<file path="src/rtl/md_pkg.sv">
// rtl/md_pkg.sv - op codes, FSM states and negate helper shared by md_unit
package md_pkg;

   localparam logic [2:0] OP_MUL    = 3'd0;
   localparam logic [2:0] OP_MULH   = 3'd1;
   localparam logic [2:0] OP_MULHSU = 3'd2;
   localparam logic [2:0] OP_MULHU  = 3'd3;
   localparam logic [2:0] OP_DIV    = 3'd4;
   localparam logic [2:0] OP_DIVU   = 3'd5;
   localparam logic [2:0] OP_REM    = 3'd6;
   localparam logic [2:0] OP_REMU   = 3'd7;

   typedef enum logic [1:0] {IDLE, CALC, FIX, DONE} state_t;

   // Widest value ever negated: the 2*DW product for DW up to 32.
   localparam int NEG_W = 64;

   function automatic logic [NEG_W-1:0] twos_neg(input logic [NEG_W-1:0] x);
      return ~x + NEG_W'(1);
   endfunction

endpackage

</file>
<file path="src/rtl/md_unit.sv">
// rtl/md_unit.sv - iterative RV32M multiply/divide, one bit per cycle, valid/ready result
module md_unit
   import md_pkg::*;
#(
   parameter int DW = 32,
   parameter int AW = 5
) (
   input  logic          clk,
   input  logic          rstn,
   input  logic          start,
   input  logic [2:0]    op,
   input  logic [DW-1:0] a,
   input  logic [DW-1:0] b,
   input  logic [AW-1:0] rd,
   input  logic          flush,
   output logic          busy,
   output logic          res_valid,
   input  logic          res_ready,
   output logic [AW-1:0] res_wa,
   output logic [DW-1:0] res_wd
);

   localparam int CW = $clog2(DW);
   localparam logic [CW-1:0] CNT_LAST = CW'(DW - 1);

   state_t          state, state_nx;
   logic [CW-1:0]   cnt;
   logic [2:0]      op_r;
   logic            sign_a, sign_b;
   logic [2*DW-1:0] acc;    // multiply: product/multiplier; divide: low half is dividend/quotient
   logic [DW-1:0]   rem;
   logic [DW-1:0]   opb;    // multiplicand or divisor magnitude

   logic            a_signed, b_signed, sa_in, sb_in;
   logic [DW-1:0]   mag_a, mag_b;
   logic [DW:0]     mul_sum, div_shift, div_trial;
   logic [2*DW-1:0] prod;
   logic [DW-1:0]   quot, rmd, result;

   function automatic logic [DW-1:0] neg_dw(input logic [DW-1:0] x);
      return DW'(twos_neg(NEG_W'(x)));
   endfunction

   always_comb begin
      a_signed = (op == OP_MULH) || (op == OP_MULHSU) || (op == OP_DIV) || (op == OP_REM);
      b_signed = (op == OP_MULH) || (op == OP_DIV) || (op == OP_REM);
      sa_in    = a_signed & a[DW-1];
      sb_in    = b_signed & b[DW-1];
      mag_a    = sa_in ? neg_dw(a) : a;
      mag_b    = sb_in ? neg_dw(b) : b;
   end

   always_comb begin
      mul_sum   = {1'b0, acc[2*DW-1:DW]} + (acc[0] ? {1'b0, opb} : '0);
      div_shift = {rem, acc[DW-1]};
      div_trial = div_shift - {1'b0, opb};
   end

   // Divide-by-zero and signed overflow fall out of the magnitude datapath except the
   // zero-divisor quotient, which sign correction would otherwise turn into +1.
   always_comb begin
      prod = (sign_a ^ sign_b) ? (2*DW)'(twos_neg(NEG_W'(acc))) : acc;
      if (opb == '0)
         quot = '1;
      else
         quot = (sign_a ^ sign_b) ? neg_dw(acc[DW-1:0]) : acc[DW-1:0];
      rmd = sign_a ? neg_dw(rem) : rem;
      case (op_r)
         OP_MUL:                       result = prod[DW-1:0];
         OP_MULH, OP_MULHSU, OP_MULHU: result = prod[2*DW-1:DW];
         OP_DIV, OP_DIVU:              result = quot;
         default:                      result = rmd;
      endcase
   end

   always_ff @(posedge clk or negedge rstn) begin
      if (!rstn)
         state <= IDLE;
      else
         state <= state_nx;
   end

   always_comb begin
      state_nx = state;
      if (flush)
         state_nx = IDLE;
      else begin
         case (state)
            IDLE:    if (start) state_nx = CALC;
            CALC:    if (cnt == CNT_LAST) state_nx = FIX;
            FIX:     state_nx = DONE;
            default: if (res_valid && res_ready) state_nx = IDLE;
         endcase
      end
   end

   always_comb begin
      busy = (state != IDLE);
   end

   always_ff @(posedge clk or negedge rstn) begin
      if (!rstn) begin
         cnt       <= '0;
         op_r      <= '0;
         sign_a    <= 1'b0;
         sign_b    <= 1'b0;
         acc       <= '0;
         rem       <= '0;
         opb       <= '0;
         res_valid <= 1'b0;
         res_wa    <= '0;
         res_wd    <= '0;
      end else if (flush) begin
         res_valid <= 1'b0;
      end else begin
         case (state)
            IDLE: if (start) begin
               op_r   <= op;
               res_wa <= rd;
               sign_a <= sa_in;
               sign_b <= sb_in;
               opb    <= op[2] ? mag_b : mag_a;
               acc    <= {{DW{1'b0}}, (op[2] ? mag_a : mag_b)};
               rem    <= '0;
               cnt    <= '0;
            end
            CALC: begin
               cnt <= cnt + CW'(1);
               if (!op_r[2])
                  acc <= {mul_sum, acc[DW-1:1]};
               else if (!div_trial[DW]) begin
                  rem           <= div_trial[DW-1:0];
                  acc[DW-1:0]   <= {acc[DW-2:0], 1'b1};
               end else begin
                  rem           <= div_shift[DW-1:0];
                  acc[DW-1:0]   <= {acc[DW-2:0], 1'b0};
               end
            end
            FIX: res_wd <= result;
            default: begin
               // First DONE cycle raises valid; it drops on the accepting edge.
               if (!res_valid)
                  res_valid <= 1'b1;
               else if (res_ready)
                  res_valid <= 1'b0;
            end
         endcase
      end
   end

endmodule

</file>
<file path="config.mk">
export PLATFORM = sky130hd
export DESIGN_NAME = md_unit
export DESIGN_NICKNAME = d
export VERILOG_FILES = /design/src/rtl/md_pkg.sv /design/src/rtl/md_unit.sv
export SDC_FILE = /design/constraint.sdc
export NUM_CORES = 1
export LEC_CHECK = 0
export CAP_MARGIN = 30
export CELL_PAD_IN_SITES_DETAIL_PLACEMENT = 1
export CELL_PAD_IN_SITES_GLOBAL_PLACEMENT = 1
export CORE_ASPECT_RATIO = 1.75
export CORE_MARGIN = 10
export CORE_UTILIZATION = 49
export CTS_CLUSTER_DIAMETER = 80
export CTS_CLUSTER_SIZE = 12
export DETAILED_ROUTE_END_ITERATION = 8
export GPL_ROUTABILITY_DRIVEN = 0
export PLACE_DENSITY_LB_ADDON = 0.1
export SKIP_LAST_GASP = 1
export SYNTH_ARGS = -nofsm -noshare
export SYNTH_HDL_FRONTEND = slang
export SYNTH_SLANG_ARGS = --single-unit
</file>
<file path="constraint.sdc">
create_clock -name clk -period 6.77 [get_ports clk]
set_input_delay 1.0155 -clock clk [delete_from_list [all_inputs] [get_ports clk]]
set_output_delay 1.0155 -clock clk [all_outputs]
set_load 0.02 [all_outputs]
</file>
==> results of run 1 <==
[state kept, by name (all words and copies together), names as in the netlist]
| name | flops |
|---|---|
| res_valid | 1 |
| cnt | 5 |
| acc | 64 |
| opb | 32 |
| state | 2 |
| sign_b | 1 |
| sign_a | 1 |
| rem | 32 |
| res_wd | 32 |
| res_wa | 5 |
| op_r | 3 |
[area by class of cell]
cell class,count,share of cell area
tap,391,0.0279
multi-input combinational,1605,0.591
antenna,1,0.000143
clock buffer,18,0.0250
sequential,178,0.254
inverter,71,0.0152
timing repair buffer,140,0.0778
clock inverter,13,0.00863
[layer usage]
metal,track usage,up-vias,share of wire
met4,0.223,0,0.078
li1,-,7171,-
met5,0,-,0
met1,0.302,7889,0.36
met2,0.554,585,0.52
met3,0.0470,265,0.049
[through the flow]
step                power (W)  area (µm²)  std cells  worst slack, ns  utilization
detailed placement    0.00675       17000       2385             2.38        0.548
floorplan             0.00499       15400       1956             3.37            -
global route          0.00839       17500       2416             2.44        0.567
global placement      0.00652       16900       2383             2.53        0.546
CTS                   0.00784       17500       2416             2.74        0.567
finish                0.00790       17500       2417             2.66        0.567
[layout by cell type (no fill, tap or decap), types with 9 or more instances in the layout]
master           count
mux2i_1             34
a31oi_1             28
o21a_1              11
o211ai_1             9
or4_1               16
a22o_1              32
o21ai_0            185
xnor2_1            100
a21oi_1            175
a21o_1              25
xor2_1             102
and3_1               9
o31ai_1             33
nor2b_1             17
o21bai_1             9
nand3_1             29
buf_4               23
clkdlybuf4s50_1    113
mux2_2              29
clkbuf_16           17
o221ai_1             9
nand4_1             11
dfrtp_1            177
nor3_1              32
nor2_1             210
ha_1                73
o32a_1              10
nand2_1            206
nor4_1              16
or3_1               18
inv_1               70
and2_1              11
nand2b_1            13
o22ai_1             23
a211oi_1            27
[worst max path at each step]
stage                      to  slack, ns
floorplan             acc[26]       3.37
global placement      acc[26]       2.53
detailed placement    acc[26]       2.38
CTS                   acc[63]       2.74
global route          rem[23]       2.44
finish              res_wd[4]       2.66
[cell families (layout without fill, tap and decap cells)]
kind of cell               Yosys count  count (layout)  share of synthesized area
and+or+nand+nor                    623             623                      0.188
other                                0               1                          0
buffers and inverters              173             242                     0.0426
AOI/OAI and AO/OA                  639             639                      0.259
DFF                                178             178                      0.289
xor gates and xnor gates           204             204                      0.116
adders and majority gates           76              76                     0.0626
muxes                               63              63                     0.0432
[power breakdown]
part / switching (W) / leakage, nW / internal (W)
logic: 0.00302 / 5.08 / 0.00182
clock network: 0.000496 / 0.287 / 0.000560
registers: 0.000552 / 2.29 / 0.00145
[critical path, stage by stage, from the launching register on]
cell and delay, ns:
dfrtp_1 0.47, or3_1 0.46, or4_4 0.58, nor4_4 0.75, nand4_2 0.31, o21ai_1 0.26, xnor2_1 0.09, a2111oi_0 0.93
nor2_1 0.10
==> results.sh, run 1 <==
export IMPL_synth_area_leader_cell="dfrtp_1"
export IMPL_layout_min_cycle_time_ns=4.11
export IMPL_whs_ns=0.472
export IMPL_powerDensity_mw_per_mm2=450
export IMPL_rsz0062_at_grt="false"
export IMPL_syn_nets=2109
export IMPL_endpoint_kind="register"
export IMPL_design_die_area_mm2=0.0393
export IMPL_leakagePower_nw=7.66
export IMPL_grt_max_degree=101
export IMPL_nets=2166
export IMPL_holdPathStages=2
export IMPL_ir_drop_mv=0.277
export IMPL_reg2reg_to="res_wd[4]"
export IMPL_grt_ovfl_total=0
export IMPL_cts_root_buf="clkbuf_16"
export IMPL_skew_ns=0.0111
export IMPL_first_global_vias=16800
export IMPL_arrival_ns=4.42
export IMPL_seq_area_frac_synth=0.289
export IMPL_initial_utilization=0.499
export IMPL_synth_commonest_cells="nor2_1 (211), nand2_1 (206), o21ai_0 (185), dfrtp_1 (178), a21oi_1 (176)"
export IMPL_syn_instance_count=1956
export IMPL_path_max_fanout=8
export IMPL_synth_edf_count=0
export IMPL_firstDrtPassIters=7
export IMPL_worstSkewPairLatency_ns=0.47
export IMPL_post_cts_setup_buffers=0
export IMPL_criticalPathCategory="register to register"
export IMPL_yosysWarnings=0
export IMPL_drc=0
export IMPL_synth_most_common_cell="nor2_1"
export IMPL_drive_gt1_frac=0.0612
export IMPL_hold_viol=0
export IMPL_via_per_inst=6.58
export IMPL_synth_top_area_frac=0.289
export IMPL_antenna_left=0
export IMPL_port_buffers=115
export IMPL_cap_violations=0
export IMPL_synthTopCellsByArea="dfrtp_1 (29%), ha_1 (6.0%), o21ai_0 (6.0%)"
export IMPL_r2r_setup_slack_ns=2.66
export IMPL_clock_sinks=178
export IMPL_r2r_start="acc[9]"
export IMPL_start_kind="register"
export IMPL_core_area_mm2=0.0309
export IMPL_hp_start="res_wd[21]"
export IMPL_syn_avg_cell_area_um2=7.89
export IMPL_ys_types=72
export IMPL_cts_max_level=4
export IMPL_cts_made_buffers=17
export IMPL_tightest_slew_ns=1.05
export IMPL_dp_hpwl_um=48000
export IMPL_die_height_um=255
export IMPL_ff_latch_area_mm2=0.00446
export IMPL_status="finished clean"
export IMPL_syn_cell_area_mm2=0.0154
export IMPL_ctsResizeCount=0
export IMPL_ios=116
export IMPL_worst_r2r_path_depth=8
export IMPL_cts_tree="yes"
export IMPL_min_to="res_wd[21]"
export IMPL_rows=85
export IMPL_cp_startpoint="acc[9]"
export IMPL_slew_headroom=0.284
export IMPL_multi_input_area_mm2=0.0104
export IMPL_worst_ep_required_time_ns=7.08
export IMPL_antenna_found_initial=1
export IMPL_wl_per_cell_um=25.1
export IMPL_die_w_um=154
export IMPL_wl_um=60700
export IMPL_syn_to_final_growth_pct=13.7
export IMPL_min_path_type="register to register"
export IMPL_drt_iter0_drc=1077
export IMPL_grtUsageTotal=0.303
export IMPL_vias=15900
export IMPL_hold_buffers=0
export IMPL_maxSlewViolCount=0
export IMPL_async_flop_share=1.00
export IMPL_num_fill_cells=3787
export IMPL_cts_buffer_depth=2
export IMPL_fmaxAchievable_mhz=244
export IMPL_grt_pass1_wl_um=94300
export IMPL_ys_ff_latch=178
export IMPL_synth_ff_type="dfrtp_1"
export IMPL_tns_ns=0
export IMPL_clkSlewWorstSetupHoldPaths_ns=0.07
export IMPL_fin_crit_sh=0.607
export IMPL_setup_viol=0
No activity file was read; power rests on OpenSTA's default activity.
==> inputs of run 2 (changes only) <==
--- a/config.mk
+++ b/config.mk
@@ -10,7 +10,7 @@
 export CELL_PAD_IN_SITES_GLOBAL_PLACEMENT = 1
 export CORE_ASPECT_RATIO = 1.75
 export CORE_MARGIN = 10
-export CORE_UTILIZATION = 49
+export CORE_UTILIZATION = 45
 export CTS_CLUSTER_DIAMETER = 80
 export CTS_CLUSTER_SIZE = 12
 export DETAILED_ROUTE_END_ITERATION = 8
==> constraint.sdc (replaced) <==
create_clock -name clk -period 4.1 [get_ports clk]
set_input_delay 0.615 -clock clk [delete_from_list [all_inputs] [get_ports clk]]
set_output_delay 0.615 -clock clk [all_outputs]
set_load 0.02 [all_outputs]
==> run 2 against run 1 <==
Compared with the run above:
- via count is 0.98% lower
- first-iteration DRC count is 23% lower
- critical path depth is 6 higher
- sequential share of layout area is 0.46 points lower
- sequential power is 64% higher
- largest cell class unchanged
- total power is 66% higher
- combinational power is 68% higher
- critical endpoint is now acc[59]
==> results.sh, run 2 (synthesis gave the netlist of run 1 again) <==
export IMPL_p_sw_frac=0.518
export IMPL_grt_pass1_wl_um=95200
export IMPL_antenna_found_initial=0
export IMPL_hold_buffers=0
export IMPL_cts_buffer_depth=2
export IMPL_die_height_um=265
export IMPL_switchingPower_w=0.00678
export IMPL_regMostFlops="acc"
export IMPL_totalPowerFinal_w=0.0131
export IMPL_nets=2200
export IMPL_clkSlewWorstSetupHoldPaths_ns=0.08
export IMPL_cap_violations=0
export IMPL_initial_utilization=0.456
export IMPL_antenna_left=0
export IMPL_path_max_fanout=9
export IMPL_slew_headroom=0.284
export IMPL_cp_startpoint="acc[0]"
export IMPL_post_cts_setup_buffers=0
export IMPL_drt_iter0_drc=833
export IMPL_internal_power_w=0.00631
export IMPL_dp_hpwl_um=49700
export IMPL_min_path_type="input port to async pin"
export IMPL_final_common_cell="nor2_1"
export IMPL_powerDensity_mw_per_mm2=733
export IMPL_start_kind="register"
export IMPL_cts_made_buffers=17
export IMPL_drive_gt1_frac=0.0772
export IMPL_leakagePower_nw=7.81
export IMPL_final_cell_mix="nor2_1 (209), nand2_1 (206), o21ai_0 (185), dfrtp_1 (177), a21oi_1 (175)"
export IMPL_comb_power_share=0.621
export IMPL_vias=15800
export IMPL_cts_tree="yes"
export IMPL_seq_power_share=0.251
export IMPL_worstSkewPairLatency_ns=0.47
export IMPL_maxSlewViolCount=0
export IMPL_tightest_slew_ns=1.07
export IMPL_setup_viol=0
export IMPL_cpPeakStageDelay_ns=0.52
export IMPL_first_global_vias=16600
export IMPL_grt_max_degree=102
export IMPL_cts_max_level=4
export IMPL_firstDrtPassIters=5
export IMPL_via_per_inst=6.26
export IMPL_wl_um=61900
export IMPL_p_clk_frac=0.128
export IMPL_r2r_start="acc[0]"
export IMPL_endpoint_kind="register"
export IMPL_die_w_um=160
export IMPL_status="finished clean"
export IMPL_grt_ovfl_total=0
export IMPL_ios=116
export IMPL_cp_slowest_cell="dfrtp_1"
export IMPL_drc=0
export IMPL_tns_ns=0
export IMPL_design_die_area_mm2=0.0424
export IMPL_cts_root_buf="clkbuf_16"
export IMPL_wl_per_cell_um=24.6
export IMPL_fmaxAchievable_mhz=273
export IMPL_ctsResizeCount=0
export IMPL_grtUsageTotal=0.285
export IMPL_rows=89
export IMPL_ir_drop_mv=0.292
export IMPL_crit_chain="and2_1, ha_1, inv_1, fa_1, nor2b_1, o2111ai_1, a21oi_1, o211ai_1, or2_2, a31oi_1, buf_4, a41oi_1, xnor2_1, a22o_1"
export IMPL_diodes=0
export IMPL_rsz0062_at_grt="false"
export IMPL_fin_crit_sh=0.893
export IMPL_skew_ns=0.0114
export IMPL_core_area_mm2=0.0339
export IMPL_clock_sinks=178
export IMPL_criticalPathCategory="register to register"
export IMPL_port_buffers=115
export IMPL_arrival_ns=4.01
export IMPL_largest_register_ffs=64
export IMPL_worst_ep_required_time_ns=4.45
export IMPL_hold_viol=0
export IMPL_syn_to_final_growth_pct=15.8
export IMPL_layout_min_cycle_time_ns=3.66
==> run 2: path summary, 6_finish.rpt <==
kind                            slack (ns)  cells after the start    endpoint
worst max-delay path                  0.44                     14     acc[59]
worst min-delay path                  0.22                      1  res_wd[20]
worst max register to register        0.44                     14     acc[59]
worst min register to register        0.48                      2  res_wd[27]
max in group asynchronous             3.00                      2     op_r[2]
min in group clk                      0.48                      2  res_wd[27]
==> run 2: worst max-delay path, delay by kind of cell, from the launching register on <==
| kind | cells | cell delay, ns |
|---|---|---|
| AO/OA/AOI/OAI | 6 | 1.24 |
| AND/OR/NAND/NOR | 3 | 0.80 |
| adder cells (fa/ha/maj) | 2 | 0.56 |
| flip-flops | 1 | 0.52 |
| buffers and inverters | 2 | 0.25 |
| XOR/XNOR | 1 | 0.18 |
==> run 2: power groups by stage <==
stage	combinational [W]	clock (W)	sequential [W]
finish	0.00814	0.00168	0.00328
detailed placement	0.00798	0	0.00329
global route	0.00874	0.00176	0.00336
global placement	0.00777	0	0.00326
CTS	0.00803	0.00169	0.00326
floorplan	0.00509	0	0.00314
==> run 2: layer usage <==
| layer | global-route usage | wire [µm] | up-vias |
|---|---|---|---|
| li1 | - | - | 7222 |
| met1 | 0.281 | 21800 | 7803 |
| met5 | 0 | 0 | - |
| met4 | 0.226 | 5410 | 0 |
| met2 | 0.521 | 32300 | 503 |
| met3 | 0.0405 | 2430 | 226 |
==> run 2: layout make-up <==
| cell class | count | area [µm²] |
|---|---|---|
| sequential | 178 | 4460 |
| clock buffer | 19 | 443 |
| inverter | 71 | 267 |
| fill | 4224 | 16000 |
| tap | 455 | 569 |
| multi-input combinational | 1605 | 10400 |
| timing repair buffer | 174 | 1630 |
| clock inverter | 13 | 126 |
==> run 2: per-stage QoR <==
stage	std cells	hold slack, ns	instance area, µm²	setup WS, ns	utilization
floorplan	1956	0.319	15400	0.963	-
global placement	2483	0.452	17300	0.540	0.511
detailed placement	2483	0.469	17300	0.475	0.511
CTS	2515	0.282	17900	0.472	0.528
global route	2515	0.292	17900	0.135	0.528
finish	2515	0.217	17900	0.439	0.528
